File: config.mk
export PLATFORM = sky130hd
export DESIGN_NAME = mc_fifo
export DESIGN_NICKNAME = d
export VERILOG_FILES = /design/src/rtl/mc_fifo_pkg.sv /design/src/rtl/mc_fifo_mem.sv /design/src/rtl/mc_fifo.sv
export SDC_FILE = /design/constraint.sdc
export NUM_CORES = 1
export LEC_CHECK = 0
export BUFFER_PORTS_ARGS = -buffer_cell sky130_fd_sc_hd__buf_2
export CAP_MARGIN = 20
export CORE_ASPECT_RATIO = 0.6
export CORE_MARGIN = 2
export CORE_UTILIZATION = 30
export CTS_BUF_LIST = sky130_fd_sc_hd__clkbuf_4 sky130_fd_sc_hd__clkbuf_8
export DETAILED_ROUTE_END_ITERATION = 16
export GPL_ROUTABILITY_DRIVEN = 0
export PLACE_DENSITY = 0.52
export SYNTH_ARGS = -nofsm -noshare
export SYNTH_HDL_FRONTEND = slang
export SYNTH_SLANG_ARGS = --single-unit
File: constraint.sdc
create_clock -name clk -period 3.6 [get_ports clk]
set_input_delay 0 -clock clk [delete_from_list [all_inputs] [get_ports clk]]
set_output_delay 0 -clock clk [all_outputs]
set_load 0.02 [all_outputs]
File: src/rtl/mc_fifo_pkg.sv
// Shared widths and helpers for the multi-channel FIFO.
package mc_fifo_pkg;

    localparam int DEF_WIDTH      = 16;
    localparam int DEF_DEPTH_BITS = 3;
    localparam int DEF_CH_BITS    = 2;
    localparam int DEF_CNT_BITS   = DEF_DEPTH_BITS + 1;

    // Occupancy needs one extra bit so a completely full channel is representable.
    function automatic int cnt_bits(input int depth_bits);
        return depth_bits + 1;
    endfunction

    function automatic int cnt_lsb(input int ch, input int depth_bits);
        return ch * cnt_bits(depth_bits);
    endfunction

endpackage

File: src/rtl/mc_fifo_mem.sv
// Flat storage shared by all channels: one synchronous write port, one asynchronous read port.
module mc_fifo_mem #(
    parameter int WIDTH     = 16,
    parameter int ADDR_BITS = 5
) (
    input  logic                 clk,
    input  logic                 we,
    input  logic [ADDR_BITS-1:0] waddr,
    input  logic [WIDTH-1:0]     wdata,
    input  logic [ADDR_BITS-1:0] raddr,
    output logic [WIDTH-1:0]     rdata
);

    logic [WIDTH-1:0] mem_q [0:(1<<ADDR_BITS)-1];

    always_ff @(posedge clk) begin
        if (we) begin
            mem_q[waddr] <= wdata;
        end
    end

    // Combinational read gives first-word fall-through at the FIFO output.
    assign rdata = mem_q[raddr];

endmodule

File: src/rtl/mc_fifo.sv
// Multi-channel FWFT FIFO: NUM_CH queues share one array, steered by wr_ch / rd_ch.
// Define MC_FIFO_ERR_EN to add sticky per-channel overflow/underflow outputs (ovf, udf).
module mc_fifo
    import mc_fifo_pkg::*;
#(
    parameter int WIDTH      = DEF_WIDTH,
    parameter int DEPTH_BITS = DEF_DEPTH_BITS,
    parameter int DEPTH      = 1 << DEPTH_BITS,
    parameter int CH_BITS    = DEF_CH_BITS,
    parameter int NUM_CH     = 1 << CH_BITS,
    parameter int AF_LEVEL   = DEPTH - 2
) (
    input  logic                               clk,
    input  logic                               rst_n,
    input  logic                               wr,
    input  logic [CH_BITS-1:0]                 wr_ch,
    input  logic [WIDTH-1:0]                   din,
    input  logic                               rd,
    input  logic [CH_BITS-1:0]                 rd_ch,
    output logic [WIDTH-1:0]                   dout,
    output logic                               dout_vld,
    input  logic [NUM_CH-1:0]                  flush,
    output logic [NUM_CH-1:0]                  full,
    output logic [NUM_CH-1:0]                  empty,
    output logic [NUM_CH-1:0]                  afull,
    output logic [NUM_CH*(DEPTH_BITS+1)-1:0]   count
`ifdef MC_FIFO_ERR_EN
    ,
    output logic [NUM_CH-1:0]                  ovf,
    output logic [NUM_CH-1:0]                  udf
`endif
);

    localparam int CW = cnt_bits(DEPTH_BITS);
    localparam int AW = CH_BITS + DEPTH_BITS;

    typedef logic [DEPTH_BITS-1:0] ptr_t;
    typedef logic [CW-1:0]         cnt_t;

    localparam cnt_t CNT_FULL = cnt_t'(DEPTH);
    localparam cnt_t CNT_AF   = cnt_t'(AF_LEVEL);

    logic [NUM_CH*DEPTH_BITS-1:0] rptr_flat;
    logic [NUM_CH*DEPTH_BITS-1:0] wptr_flat;

    logic          same_ch_pop;
    logic          wr_acc;
    logic          rd_acc;
    ptr_t          wr_ptr;
    ptr_t          rd_ptr;
    logic [AW-1:0] waddr;
    logic [AW-1:0] raddr;

    // A full channel still takes a write when the same channel is popped this cycle.
    assign same_ch_pop = rd & (rd_ch == wr_ch) & ~empty[rd_ch];
    assign wr_acc      = wr & (~full[wr_ch] | same_ch_pop) & ~flush[wr_ch];
    assign rd_acc      = rd & ~empty[rd_ch] & ~flush[rd_ch];

    assign wr_ptr = wptr_flat[wr_ch*DEPTH_BITS +: DEPTH_BITS];
    assign rd_ptr = rptr_flat[rd_ch*DEPTH_BITS +: DEPTH_BITS];
    assign waddr  = {wr_ch, wr_ptr};
    assign raddr  = {rd_ch, rd_ptr};

    mc_fifo_mem #(
        .WIDTH     (WIDTH),
        .ADDR_BITS (AW)
    ) u_mem (
        .clk   (clk),
        .we    (wr_acc),
        .waddr (waddr),
        .wdata (din),
        .raddr (raddr),
        .rdata (dout)
    );

    assign dout_vld = ~empty[rd_ch];

    genvar gi;
    generate
        for (gi = 0; gi < NUM_CH; gi++) begin : ch_g
            ptr_t rptr_q;
            ptr_t rptr_d;
            ptr_t wptr_q;
            ptr_t wptr_d;
            cnt_t cnt_q;
            cnt_t cnt_d;
            logic wr_hit;
            logic rd_hit;

            assign wr_hit = wr_acc & (wr_ch == CH_BITS'(gi));
            assign rd_hit = rd_acc & (rd_ch == CH_BITS'(gi));

            always_comb begin
                rptr_d = rptr_q;
                wptr_d = wptr_q;
                cnt_d  = cnt_q;
                if (flush[gi]) begin
                    rptr_d = '0;
                    wptr_d = '0;
                    cnt_d  = '0;
                end else begin
                    if (wr_hit) begin
                        wptr_d = wptr_q + ptr_t'(1);
                    end
                    if (rd_hit) begin
                        rptr_d = rptr_q + ptr_t'(1);
                    end
                    if (wr_hit && !rd_hit) begin
                        cnt_d = cnt_q + cnt_t'(1);
                    end else if (rd_hit && !wr_hit) begin
                        cnt_d = cnt_q - cnt_t'(1);
                    end
                end
            end

            always_ff @(posedge clk or negedge rst_n) begin
                if (!rst_n) begin
                    rptr_q <= '0;
                    wptr_q <= '0;
                    cnt_q  <= '0;
                end else begin
                    rptr_q <= rptr_d;
                    wptr_q <= wptr_d;
                    cnt_q  <= cnt_d;
                end
            end

            assign full[gi]  = (cnt_q == CNT_FULL);
            assign empty[gi] = (cnt_q == '0);
            assign afull[gi] = (cnt_q >= CNT_AF);

            assign count[gi*CW +: CW]                 = cnt_q;
            assign rptr_flat[gi*DEPTH_BITS +: DEPTH_BITS] = rptr_q;
            assign wptr_flat[gi*DEPTH_BITS +: DEPTH_BITS] = wptr_q;

`ifdef MC_FIFO_ERR_EN
            logic ovf_q;
            logic ovf_d;
            logic udf_q;
            logic udf_d;
            logic ovf_set;
            logic udf_set;

            // Accesses blocked by a flush are not errors; only full/empty rejections are.
            assign ovf_set = wr & (wr_ch == CH_BITS'(gi)) & ~flush[gi] & ~wr_hit;
            assign udf_set = rd & (rd_ch == CH_BITS'(gi)) & ~flush[gi] & empty[gi];

            always_comb begin
                ovf_d = ovf_q | ovf_set;
                udf_d = udf_q | udf_set;
                if (flush[gi]) begin
                    ovf_d = 1'b0;
                    udf_d = 1'b0;
                end
            end

            always_ff @(posedge clk or negedge rst_n) begin
                if (!rst_n) begin
                    ovf_q <= 1'b0;
                    udf_q <= 1'b0;
                end else begin
                    ovf_q <= ovf_d;
                    udf_q <= udf_d;
                end
            end

            assign ovf[gi] = ovf_q;
            assign udf[gi] = udf_q;
`endif
        end
    endgenerate

endmodule

==> impl_metrics.tcl <==
set metrics [dict create \
    syn-cell-area_um2 23100 \
    fin_skew_ns 0.0371 \
    async_reset_ff_frac 0.0725 \
    wirelength_mm 66.3 \
    cts_made_buffers 84 \
    endpoint_kind "output pin" \
    swShare 0.246 \
    yosys.cell_count.top_type "edfxtp_1" \
    start_util 0.305 \
    status "finished clean" \
    fin_hold_ws_ns 0.183 \
    portBuffers 72 \
    synth_edf_count 512 \
    cts_tree "built" \
    synth_cells 1561 \
    ctsRootBufferMaster "clkbuf_8" \
    synth_nets 1609 \
    crit_path_start "ch_g[3].rptr_q[2]$_DFFE_PN0P_" \
    place_area_um2 25000 \
    die-height_um 219 \
    timing.fmax_ghz 0.281 \
    maxCapViolations 0 \
    htree_levels 3 \
    vias 14100 \
    core_area_um2 75900 \
    ys_ff_latch 552 \
    min_to "ch_g[3].wptr_q[2]$_DFFE_PN0P_" \
    synth_top_area_frac 0.664 \
    die-area_um2 79500 \
    grt_max_degree 71 \
    worst-setup-path-type "reg -> out" \
    fin_setup_tns_ns 0 \
    fin_util 0.358 \
    cp_max_fo 11 \
    rows 78 \
    drt_iter0_drc 1544 \
    reg2reg_depth 10 \
    yosysSeqAreaShare 0.708 \
    wl_per_cell_um 23.5 \
    cp.arrival_ns 3.56 \
    drc 0 \
    fillerInstances 7261 \
    cp-start-kind "flop" \
    viasPerCell 5.00 \
    power_frac_comb 0.082 \
    multi_input_comb_area_um2 6370 \
    grt_usage 0.167 \
    peakVddDrop_v 0.000327 \
    post-route-min-period_ns 3.56 \
    final_area_um2 27200 \
    syn_avg_cell_area_um2 14.8 \
    p_leak_nw 9.37 \
    synth_area_leaders "edfxtp_1, mux2i_1, dfrtp_1" \
    reg2reg_slack_ns 0.21 \
    power.density_nw_per_um2 487 \
    fin_nets 1811 \
    p_int_w 0.0100 \
    cts.clk_slew.worst_paths_ns 0.06 \
    ys_top_cells_by_count "edfxtp_1, nand2_1, mux2i_1" \
    clockPowerShare 0.380 \
    tightest_slew_ns 0.862 \
    slew_violations 0 \
    r2r_end "ch_g[1].cnt_q[3]$_DFFE_PN0P_" \
    worstHoldStart "flush[3]" \
    grt_overflow 0 \
    grt_pass1_vias 13600 \
    finalHoldViolCount 0 \
    power_w 0.0133 \
    drive_gt1_frac 0.215 \
    antenna_found_initial 1 \
    finalCritPeriodShare 0.988 \
    min_path_cells 3 \
    synth_top_cell_by_area "edfxtp_1" \
    area_growth_pct 17.6 \
    power_frac_seq 0.538 \
    cp.required_ns 3.60 \
    antenna_left 0 \
    r2r-start "ch_g[2].cnt_q[0]$_DFFE_PN0P_" \
    io-pin-count 73 \
    clockBufferDepth 3 \
    slew_headroom 0.420 \
    clk_latency_ns 0.71 \
    synth_cell_types 62 \
    p_switching_w 0.00326 \
    seq_area_um2 16400 \
    setup_viol 0 \
    synth-main-ff-cell "edfxtp_1" \
    dpl.hpwl_mm 40.2 \
    die_w_um 363 \
    yosys_warnings 0 \
    dr.pass1.iters 7 \
    grt_first_pass_wirelength_mm 95.7 \
    clock-sinks 552 \
    hold_class "in -> reg" \
]
stage by stage:
step	std cells	setup slack (ns)
CTS	2820	0.00116
floorplan	1561	0.114
detailed placement	2635	0.336
global route	2822	-0.0000175
finish	2824	0.0441
global placement	2635	0.378
flip-flops by register name, summed over array words and instances, names as in the netlist:
| signal | flops |
|---|---|
| u_mem.mem_q | 512 |
| ch_g.cnt_q | 16 |
| ch_g.rptr_q | 12 |
| ch_g.wptr_q | 12 |
power groups by stage:
stage	Sequential (W)	Combinational (W)	Clock (W)
4_1_cts	0.00713	0.00110	0.00517
2_1_floorplan	0.00728	0.000570	0
5_1_grt	0.00713	0.00117	0.00547
3_3_place_gp	0.00726	0.00105	0
3_5_place_dp	0.00726	0.00106	0
6_report	0.00713	0.00109	0.00504
kinds of logic (layout without fill, tap and decap cells):
family	after synthesis	after routing	synth area share
buf+inv	105	364	0.0247
simple gates	421	423	0.0841
mux	175	175	0.0795
compound gates	266	266	0.0827
flops	552	552	0.708
other cells	0	2	0
fa+ha+maj	20	20	0.0121
xor+xnor	22	22	0.00930
layout by cell type (no fill, tap or decap), drive strengths merged, types with 31 or more instances in the layout:
master  instances
a211oi         31
a21oi          65
a31oi          63
and2           35
buf           173
clkbuf        112
dfrtp          40
edfxtp        512
mux2i         150
nand2         223
nand3          43
nor2           63
critical path, stage by stage, from the launching register on:
cell and delay [ns]:
dfrtp_1 0.43, mux4_2 0.69, buf_4 0.28, nand2_2 0.22, buf_6 0.24, a211oi_2 0.06, a31oi_1 0.38, a31oi_2 0.21
nand3_1 0.16, buf_2 0.18
routing by layer:
layer / track usage / up-vias / routed length [µm]
met4: 0.0400 / 0 / 1170
li1: - / 6373 / -
met5: 0 / - / 0
met3: 0.0388 / 82 / 4890
met1: 0.250 / 7169 / 32200
met2: 0.241 / 493 / 28100
how the worst max path moves through the flow:
stage                                    to  slack, ns  depth (start not counted)
2_1_floorplan  ch_g[3].cnt_q[3]$_DFFE_PN0P_       0.11                         11
3_3_place_gp   ch_g[3].cnt_q[3]$_DFFE_PN0P_       0.38                         10
3_5_place_dp   ch_g[1].cnt_q[3]$_DFFE_PN0P_       0.34                         10
4_1_cts                            dout[15]      0.001                          8
5_1_grt                             dout[8]   -0.00002                          9
6_report                            dout[5]       0.04                          9
layout make-up:
type                    count  area share
flip-flops and latches    552       0.602
multi-input cells         906       0.234
repair buffers            203      0.0566
clock buffers             112      0.0504
well taps                1000      0.0460
clock inverters            33     0.00837
inverters                  16     0.00221
diodes                      2    0.000184
repair_timing:
item                                    4_1_cts  5_1_grt
endpoints found under the setup margin       16       14
hold buffers                                 29        0
cloned                                        3        0
hold endpoints to repair                    592        0
resized for setup                            19       19
pin swaps                                     1        0
buffers inserted                              8        2
No activity file was read; power rests on OpenSTA's default activity.
